$ cat src/rtl/i2c_write_arbiter.sv
// i2c_write_arbiter
// Round-robin arbiter sharing one single-byte I2C write master among NUM_REQ
// requesters. A winner's address/data are latched, a one-cycle start pulse
// is issued, the master's busy handshake is tracked under a watchdog, and a
// per-requester done pulse with an error flag closes the transfer.
//
// Ports:
//   i_Clk, i_Rst        clock, synchronous active-high reset
//   i_Req[NUM_REQ]      level requests, held until own o_Done
//   i_Req_Addr/Data     packed per-requester 7-bit address / 8-bit byte
//   o_Grant             one-hot grant, latch through completion
//   o_Done              one-cycle completion pulse of the granted requester
//   o_Error             result of the last completed transfer
//   o_Busy              arbiter owns the master
//   o_Wr_Start          one-cycle start pulse to the master
//   o_Slave_Addr/o_Wr_Byte  latched transfer parameters to the master
//   i_Busy, i_Error     master handshake / error flag
module i2c_write_arbiter #(
  parameter int          NUM_REQ = 4,
  parameter logic [15:0] TIMEOUT = 16'd4095
) (
  input  logic                 i_Clk,
  input  logic                 i_Rst,
  input  logic [NUM_REQ-1:0]   i_Req,
  input  logic [7*NUM_REQ-1:0] i_Req_Addr,
  input  logic [8*NUM_REQ-1:0] i_Req_Data,
  output logic [NUM_REQ-1:0]   o_Grant,
  output logic [NUM_REQ-1:0]   o_Done,
  output logic                 o_Error,
  output logic                 o_Busy,
  output logic                 o_Wr_Start,
  output logic [6:0]           o_Slave_Addr,
  output logic [7:0]           o_Wr_Byte,
  input  logic                 i_Busy,
  input  logic                 i_Error
);

  localparam int IW  = (NUM_REQ > 1) ? $clog2(NUM_REQ) : 1;
  localparam int IW1 = IW + 1;

  typedef enum logic [2:0] {S_IDLE, S_ISSUE, S_WAIT_HI, S_WAIT_LO, S_DONE} state_t;

  state_t               state_q, state_d;
  logic [IW-1:0]        ptr_q, ptr_d;
  logic [IW-1:0]        idx_q, idx_d;
  logic [15:0]          cnt_q, cnt_d;
  logic [NUM_REQ-1:0]   grant_q, grant_d;
  logic [NUM_REQ-1:0]   done_q, done_d;
  logic                 error_q, error_d;
  logic                 busy_q, busy_d;
  logic                 wr_start_q, wr_start_d;
  logic [6:0]           addr_q, addr_d;
  logic [7:0]           byte_q, byte_d;

  // Round-robin pick: first requester at or after ptr, wrapping.
  logic          found;
  logic [IW-1:0] sel;
  logic [IW:0]   cand;
  always_comb begin
    found = 1'b0;
    sel   = '0;
    cand  = '0;
    for (int i = 0; i < NUM_REQ; i++) begin
      cand = {1'b0, ptr_q} + IW1'(i);
      if (cand >= IW1'(NUM_REQ)) cand = cand - IW1'(NUM_REQ);
      if (!found && i_Req[cand[IW-1:0]]) begin
        found = 1'b1;
        sel   = cand[IW-1:0];
      end
    end
  end

  logic finish, fin_err;
  always_comb begin
    state_d    = state_q;
    ptr_d      = ptr_q;
    idx_d      = idx_q;
    cnt_d      = cnt_q;
    grant_d    = grant_q;
    done_d     = '0;
    error_d    = error_q;
    busy_d     = busy_q;
    wr_start_d = 1'b0;
    addr_d     = addr_q;
    byte_d     = byte_q;
    finish     = 1'b0;
    fin_err    = 1'b0;

    case (state_q)
      S_IDLE: begin
        // A master still busy (e.g. after an arbiter reset) blocks new grants.
        if (!i_Busy && found) begin
          idx_d        = sel;
          addr_d       = i_Req_Addr[7*sel +: 7];
          byte_d       = i_Req_Data[8*sel +: 8];
          grant_d      = '0;
          grant_d[sel] = 1'b1;
          busy_d       = 1'b1;
          state_d      = S_ISSUE;
        end
      end
      S_ISSUE: begin
        wr_start_d = 1'b1;
        cnt_d      = '0;
        state_d    = S_WAIT_HI;
      end
      S_WAIT_HI: begin
        if (i_Busy) begin
          cnt_d   = '0;
          state_d = S_WAIT_LO;
        end else if (cnt_q == TIMEOUT) begin
          finish  = 1'b1;
          fin_err = 1'b1;
        end else begin
          cnt_d = cnt_q + 16'd1;
        end
      end
      S_WAIT_LO: begin
        if (!i_Busy) begin
          finish  = 1'b1;
          fin_err = i_Error;
        end else if (cnt_q == TIMEOUT) begin
          finish  = 1'b1;
          fin_err = 1'b1;
        end else begin
          cnt_d = cnt_q + 16'd1;
        end
      end
      S_DONE:  state_d = S_IDLE;
      default: state_d = S_IDLE;
    endcase

    // Completion outputs are registered on entry so o_Done coincides with DONE.
    if (finish) begin
      state_d = S_DONE;
      done_d  = grant_q;
      error_d = fin_err;
      grant_d = '0;
      busy_d  = 1'b0;
      ptr_d   = (idx_q == IW'(NUM_REQ-1)) ? '0 : idx_q + IW'(1);
    end
  end

  always_ff @(posedge i_Clk) begin
    if (i_Rst) begin
      state_q    <= S_IDLE;
      ptr_q      <= '0;
      idx_q      <= '0;
      cnt_q      <= '0;
      grant_q    <= '0;
      done_q     <= '0;
      error_q    <= 1'b0;
      busy_q     <= 1'b0;
      wr_start_q <= 1'b0;
      addr_q     <= '0;
      byte_q     <= '0;
    end else begin
      state_q    <= state_d;
      ptr_q      <= ptr_d;
      idx_q      <= idx_d;
      cnt_q      <= cnt_d;
      grant_q    <= grant_d;
      done_q     <= done_d;
      error_q    <= error_d;
      busy_q     <= busy_d;
      wr_start_q <= wr_start_d;
      addr_q     <= addr_d;
      byte_q     <= byte_d;
    end
  end

  assign o_Grant      = grant_q;
  assign o_Done       = done_q;
  assign o_Error      = error_q;
  assign o_Busy       = busy_q;
  assign o_Wr_Start   = wr_start_q;
  assign o_Slave_Addr = addr_q;
  assign o_Wr_Byte    = byte_q;

endmodule

$ cat config.mk
export PLATFORM = sky130hd
export DESIGN_NAME = i2c_write_arbiter
export DESIGN_NICKNAME = d
export VERILOG_FILES = /design/src/rtl/i2c_write_arbiter.sv
export SDC_FILE = /design/constraint.sdc
export NUM_CORES = 1
export LEC_CHECK = 0
export BUFFER_PORTS_ARGS = -buffer_cell sky130_fd_sc_hd__buf_2
export CORE_MARGIN = 2
export CORE_UTILIZATION = 53
export DETAILED_ROUTE_END_ITERATION = 12
export PLACE_DENSITY = 0.84
export SKIP_CTS_REPAIR_TIMING = 1
export SKIP_LAST_GASP = 1
export SYNTH_ARGS = -nofsm -noshare
export SYNTH_HDL_FRONTEND = slang
export SYNTH_SLANG_ARGS = --single-unit
export TNS_END_PERCENT = 20
$ cat constraint.sdc
create_clock -name i_Clk -period 4.8 [get_ports i_Clk]
set_input_delay 0.48 -clock i_Clk [delete_from_list [all_inputs] [get_ports i_Clk]]
set_output_delay 0.48 -clock i_Clk [all_outputs]
set_load 0.01 [all_outputs]
**Word level (Yosys, flattened, before mapping)**

Cells that the tools add are included.
Widths: inputs -> output; s select.

- Bits in registers: 49
- Latch bits: 0
- Memory bits (writable): 0
- Bits in read-only memories: 0
- Bits of input ports: 68
- Output and inout bits: 26
- Word-level logic and storage cells: 102
- Memories: 0

- Add/subtract/negate cells: 9
- Multipliers: 1
- Div/mod/pow operators: 0
- $lt $le $gt $ge: 10
- Equal/unequal tests: 11
- Shifts and indexed selects: 2
- Multiplexer cells: 38
- Bitwise logic cells: 2
- Reductions and logical operators: 17

Operators by type and width:

| cell | count |
|---|---|
| $mux 16 | 3 |
| $pmux 16 s3 | 1 |
| $shiftx 32x6->8 | 1 |
| $shiftx 28x6->7 | 1 |
| $mux 2 | 9 |
| $add 16x1->16 const B | 1 |
| $eq 16x12->1 const B | 1 |
| $lt 2x3->1 const B | 5 |
| $mux 1 | 14 |
| $pmux 3 s4 | 1 |
| $ge 3x3->1 const B | 3 |
| $mux 3 | 3 |
| $bmux 1 s2 | 4 |
| $ne 2x2->1 const B | 4 |
| $sub 2x1->2 const B | 4 |
| $add 2x2->3 const B | 2 |
| $eq 3x2->1 const B | 2 |
| $ne 3x3->1 const B | 2 |
| $reduce_and 3->1 | 2 |
| $logic_and 1x1->1 | 5 |
| $mul 3x2->5 const A | 1 |
| $logic_not 1->1 | 4 |
| $pmux 1 s2 | 2 |
| $reduce_and 2->1 | 2 |
| 11 further kinds | 13 |

**Depth between registers and ports, before layout**

- Depth after elaboration: 18
- Depth in mapped cells: 8
- Mapped depth without buffers: 6

**Worst setup path before layout**

No wires, ideal clock.

- Path type: input -> register
- Start: in i_Req[2]
- End: reg byte_q[0], in the netlist o_Wr_Byte[0]
- Library setup time: 0.138 ns
- Data arrival time: 1.962 ns
- Data required time: 4.662 ns
- Slack: 2.701 ns
- Stages on the path: 7
- Buffers on the path: 2
- Cells stage by stage: nor2b_1 -> or4_1 -> and2_1 -> buf_2 -> buf_2 -> mux2i_1 -> o221ai_1

- Cells in the longest elaborated chain, start to end: 14
- Elaborated cells between the ends (all ways): 25
- Classes of those cells: shift: 1; mux: 16; reduce/logical: 8

Ends and longest elaborated chain:

| what | line | source |
|---|---|---|
| start: declaration | 24 | `input logic [NUM_REQ-1:0] i_Req,` |
| parallel branches: the longest is 14 deep, another holds $bmux 1 s2 | n/a |  |
| end signal: assignment | 168 | `byte_q <= byte_d;` |
| end: declaration | 53 | `logic [7:0] byte_q, byte_d;` |

Several ways; the timed one is not identified. The select of a mux whose other input is x is not followed.
A chain may end at the register's enable or synchronous reset.

**Final worst setup path**

- Start: reg cnt_q[12]
- End: reg ptr_q[0]

- Cells in the longest elaborated chain, start to end: 4
- Elaborated cells between the ends (all ways): 5
- Classes of those cells: eq/ne: 1; mux: 4

Ends and longest elaborated chain:

| what | line | source |
|---|---|---|
| start: declaration | 46 | `logic [15:0] cnt_q, cnt_d;` |
| start signal: assignment | 161 | `cnt_q <= cnt_d;` |
| $eq 16x12->1 (*) | 111, 122 |  |
| $mux 1 (*) | 111, 122 |  |
| $mux 1 (on tied branches) | 119, 108 |  |
| $pmux 1 s2 (*) | 89 | `case (state_q)` |
| end signal: assignment | 159 | `ptr_q <= ptr_d;` |
| end: declaration | 44 | `logic [IW-1:0] ptr_q, ptr_d;` |

Every way passes the cells marked *; elsewhere a longest branch is shown, timed or not.

==> results.md <==
* Number of buffers created by CTS at 5
* DRT antenna net count at 0
* Mean Syn Cell Area at roughly 8.5 um2
* Unrepaired setup endpoints after global routing: false
* WP data required at 4970 ps
* Crit-path max FO at 10
* Final min period at ~2300 ps
* Power, Total at around 900 uW
* DIE AREA at 5430 um2
* Worst Path Arrival at 2430 ps
* H-tree depth at 2
* Vias per cell at roughly 5.8
* Critical setup path kind: reg -> reg
* Layout cell share with drive strength beyond 1 at between 20% and 30%
* Cell Area, Synth at approximately 2600 um2
* Vias at around 2600
* Starting Density at between 50% and 60%
* Syn Nets at 374
* Slew Limit Fails at 0
* Crit path cell chain: or4_1 > nor3_2 > nand2_1 > o21ai_2 > o32ai_1
* Number of hold violations in the final report at 0
* Pwr Density at roughly 290 nW/um2
* VDD IR-drop max at approximately 0.16 mV
* Die extent in y at 73.7 um
* # diodes at 0
* Io pins at 94
* CTS max path bufs at 2
* Gr usage total at roughly 22%
* Relative slew margins at a little under half
* HP Class: reg -> reg
* Mean routed wirelength per cell at 13.6 um
* Root buffer cell: clkbuf_8
* Die X at between 70 and 80 um
* Clock slew at reported path FFs at ~90 ps
* Post-Place Cells at roughly 440
* Setup Skew at roughly 8.4 ps
* Post-Syn Instances at ~300
* Gp weighted congestion at between 0.8 and 0.9
* Final #Nets at between 400 and 500
* Primary flip-flop cell chosen by synthesis mapping: dfxtp_1
* Core area at 4690 um2
* CP startpoint kind: register
* Crit-path max cell delay at 570 ps
* Fillers at slightly below 400
* Post-synthesis cell type count at 51
* Leak pwr at between 0.001 and 0.0015 uW
* First-pass GRT wire length at between 9000 and 10000 um
* Post-route DRC at 0
* Hold slack at 468 ps
* Overflow after GRT at 0
* Finish-stage setup viols at 0
* Slowest cell on crit path: or4_1
* Port buffer count at 93
* FF+latch count, synth at 49
* Routed WL at 6070 um
* Yosys warning count at 0
* Max Fclk at 443 MHz
* Core Rows at 25
* Layout area overhead at 22.8%
* 1st-iter DRT viols at between 150 and 200
* Clk Latency, worst-skew pair at 300 ps
* Ys async rst share at 0%
* Clock sinks at approximately 50
* Worst slew pin tran at about 800 ps
* Antenna violations before repair at 0
* Largest net degree at the start of global routing at 29
* MaxCap Viol Count at 0
* Post-synth EDFFs at 0
* Iteration count of the initial detailed-routing pass at 5
* Seq/Total Area, Yosys at around two fifths
* DP HPWL at ~4700 um
* CTS tree: done
* Worst setup EP type: register
* Vias in the first global route at 2247
* Status: completed
* Final TNS setup at 0 ps
* Tcrit/Tclk final at 47.0%
* Final Non-Filler Cells at between 400 and 500
[worst max-delay path, delay by kind of cell, from the launching register on]
family / cells / cell delay [ps]
simple gates: 3 / 1210
compound gates: 2 / 570
flops: 1 / 350
[routing by layer]
metal	track usage [%]	vias up	wire length [um]
li1	-	1293	-
met1	26.7	1180	2640
met2	39.1	84	3040
met3	4.80	11	301
met4	6.87	0	90
met5	0	-	0
[stage by stage]
stage / utilization [%] / setup WS, ps / cell area, um2
4_1_cts: 67.3 / 2540 / 3160
3_3_place_gp: 64.9 / 2420 / 3050
5_1_grt: 67.3 / 2370 / 3160
2_1_floorplan: - / 2700 / 2570
3_5_place_dp: 64.9 / 2290 / 3050
6_report: 67.3 / 2540 / 3160
[power breakdown]
group / internal, uW / switching (uW) / total [uW]
clock: 157 / 138 / 295
combinational: 77.1 / 95.0 / 172
sequential: 428 / 14.9 / 443
[flip-flops by register name, summed over array words and instances (netlist names)]
register	count
state_q	3
o_Grant	4
o_Wr_Byte	8
cnt_q	16
ptr_q	2
o_Error	1
o_Wr_Start	1
idx_q	2
o_Busy	1
o_Slave_Addr	7
o_Done	4
[logic make-up (layout without fill, tap and decap cells)]
family	count (synthesis)	after routing	synth area share, %
flops	49	49	38.1
fa+ha+maj	2	2	0.973
buf+inv	24	112	4.04
xor+xnor	4	4	1.36
mux	27	27	10.5
simple gates	134	134	26.9
compound gates	64	64	18.0
[path summary, 6_finish.rpt]
| kind | to | startpoint | slack [ps] | cells past startpoint |
|---|---|---|---|---|
| max reg2reg | ptr_q[0]$_SDFFE_PP0P_ | cnt_q[12]$_SDFFE_PP0P_ | 2540 | 5 |
| min reg2reg | o_Grant[1]$_SDFFE_PP0P_ | o_Grant[1]$_SDFFE_PP0P_ | 470 | 2 |
| min | o_Grant[1]$_SDFFE_PP0P_ | o_Grant[1]$_SDFFE_PP0P_ | 470 | 2 |
| max | ptr_q[0]$_SDFFE_PP0P_ | cnt_q[12]$_SDFFE_PP0P_ | 2540 | 5 |
[area by class of cell]
type                    instances  area [um2]  area share, %
clock buffers                   6        72.6           2.30
clock inverters                 2        38.8           1.23
inverters                      10        37.5           1.19
multi-input cells             231        1490           47.1
flip-flops and latches         49         981           31.1
well taps                      54        67.6           2.14
repair buffers                 94         473           15.0
[cell usage in the layout (no fill, tap or decap), types with 2 or more instances in the layout]
cell type / n
a2111oi_0: 2
a211oi_1: 2
a21o_1: 3
a21oi_1: 16
a31oi_1: 3
and2_1: 3
and3_1: 3
buf_2: 93
clkbuf_8: 5
dfxtp_1: 49
ha_1: 2
inv_1: 10
mux2i_1: 27
nand2_1: 39
nand2b_1: 6
nand3_1: 12
nand3b_1: 3
nand4_1: 4
nor2_1: 24
nor2b_1: 8
nor3_1: 6
nor3b_1: 2
nor4_1: 2
o211ai_1: 4
o21ai_0: 6
o221ai_1: 14
o31ai_1: 3
or2_2: 2
or2b_1: 2
or3_1: 2
or4_1: 10
xnor2_1: 3
[synth_stat cells, types with 3 or more instances]
library cell / number / area, um2
xnor2_1: 3 / 26.3
nand3_1: 12 / 60.1
nand2b_1: 6 / 37.5
buf_2: 5 / 25.0
mux2i_1: 27 / 270
clkbuf_1: 8 / 30.0
nand3b_1: 3 / 22.5
a21o_1: 3 / 22.5
nand4_1: 4 / 25.0
o21ai_0: 6 / 30.0
and2_1: 3 / 18.8
nor3_1: 6 / 30.0
nor2_1: 24 / 90.1
dfxtp_1: 49 / 981
o221ai_1: 14 / 123
a21oi_1: 16 / 80.1
and3_1: 3 / 18.8
o211ai_1: 4 / 30.0
o31ai_1: 3 / 22.5
inv_1: 10 / 37.5
a31oi_1: 3 / 18.8
or4_1: 10 / 75.1
nand2_1: 39 / 146
nor2b_1: 8 / 50.1
Power figures use the tool's default switching activity.
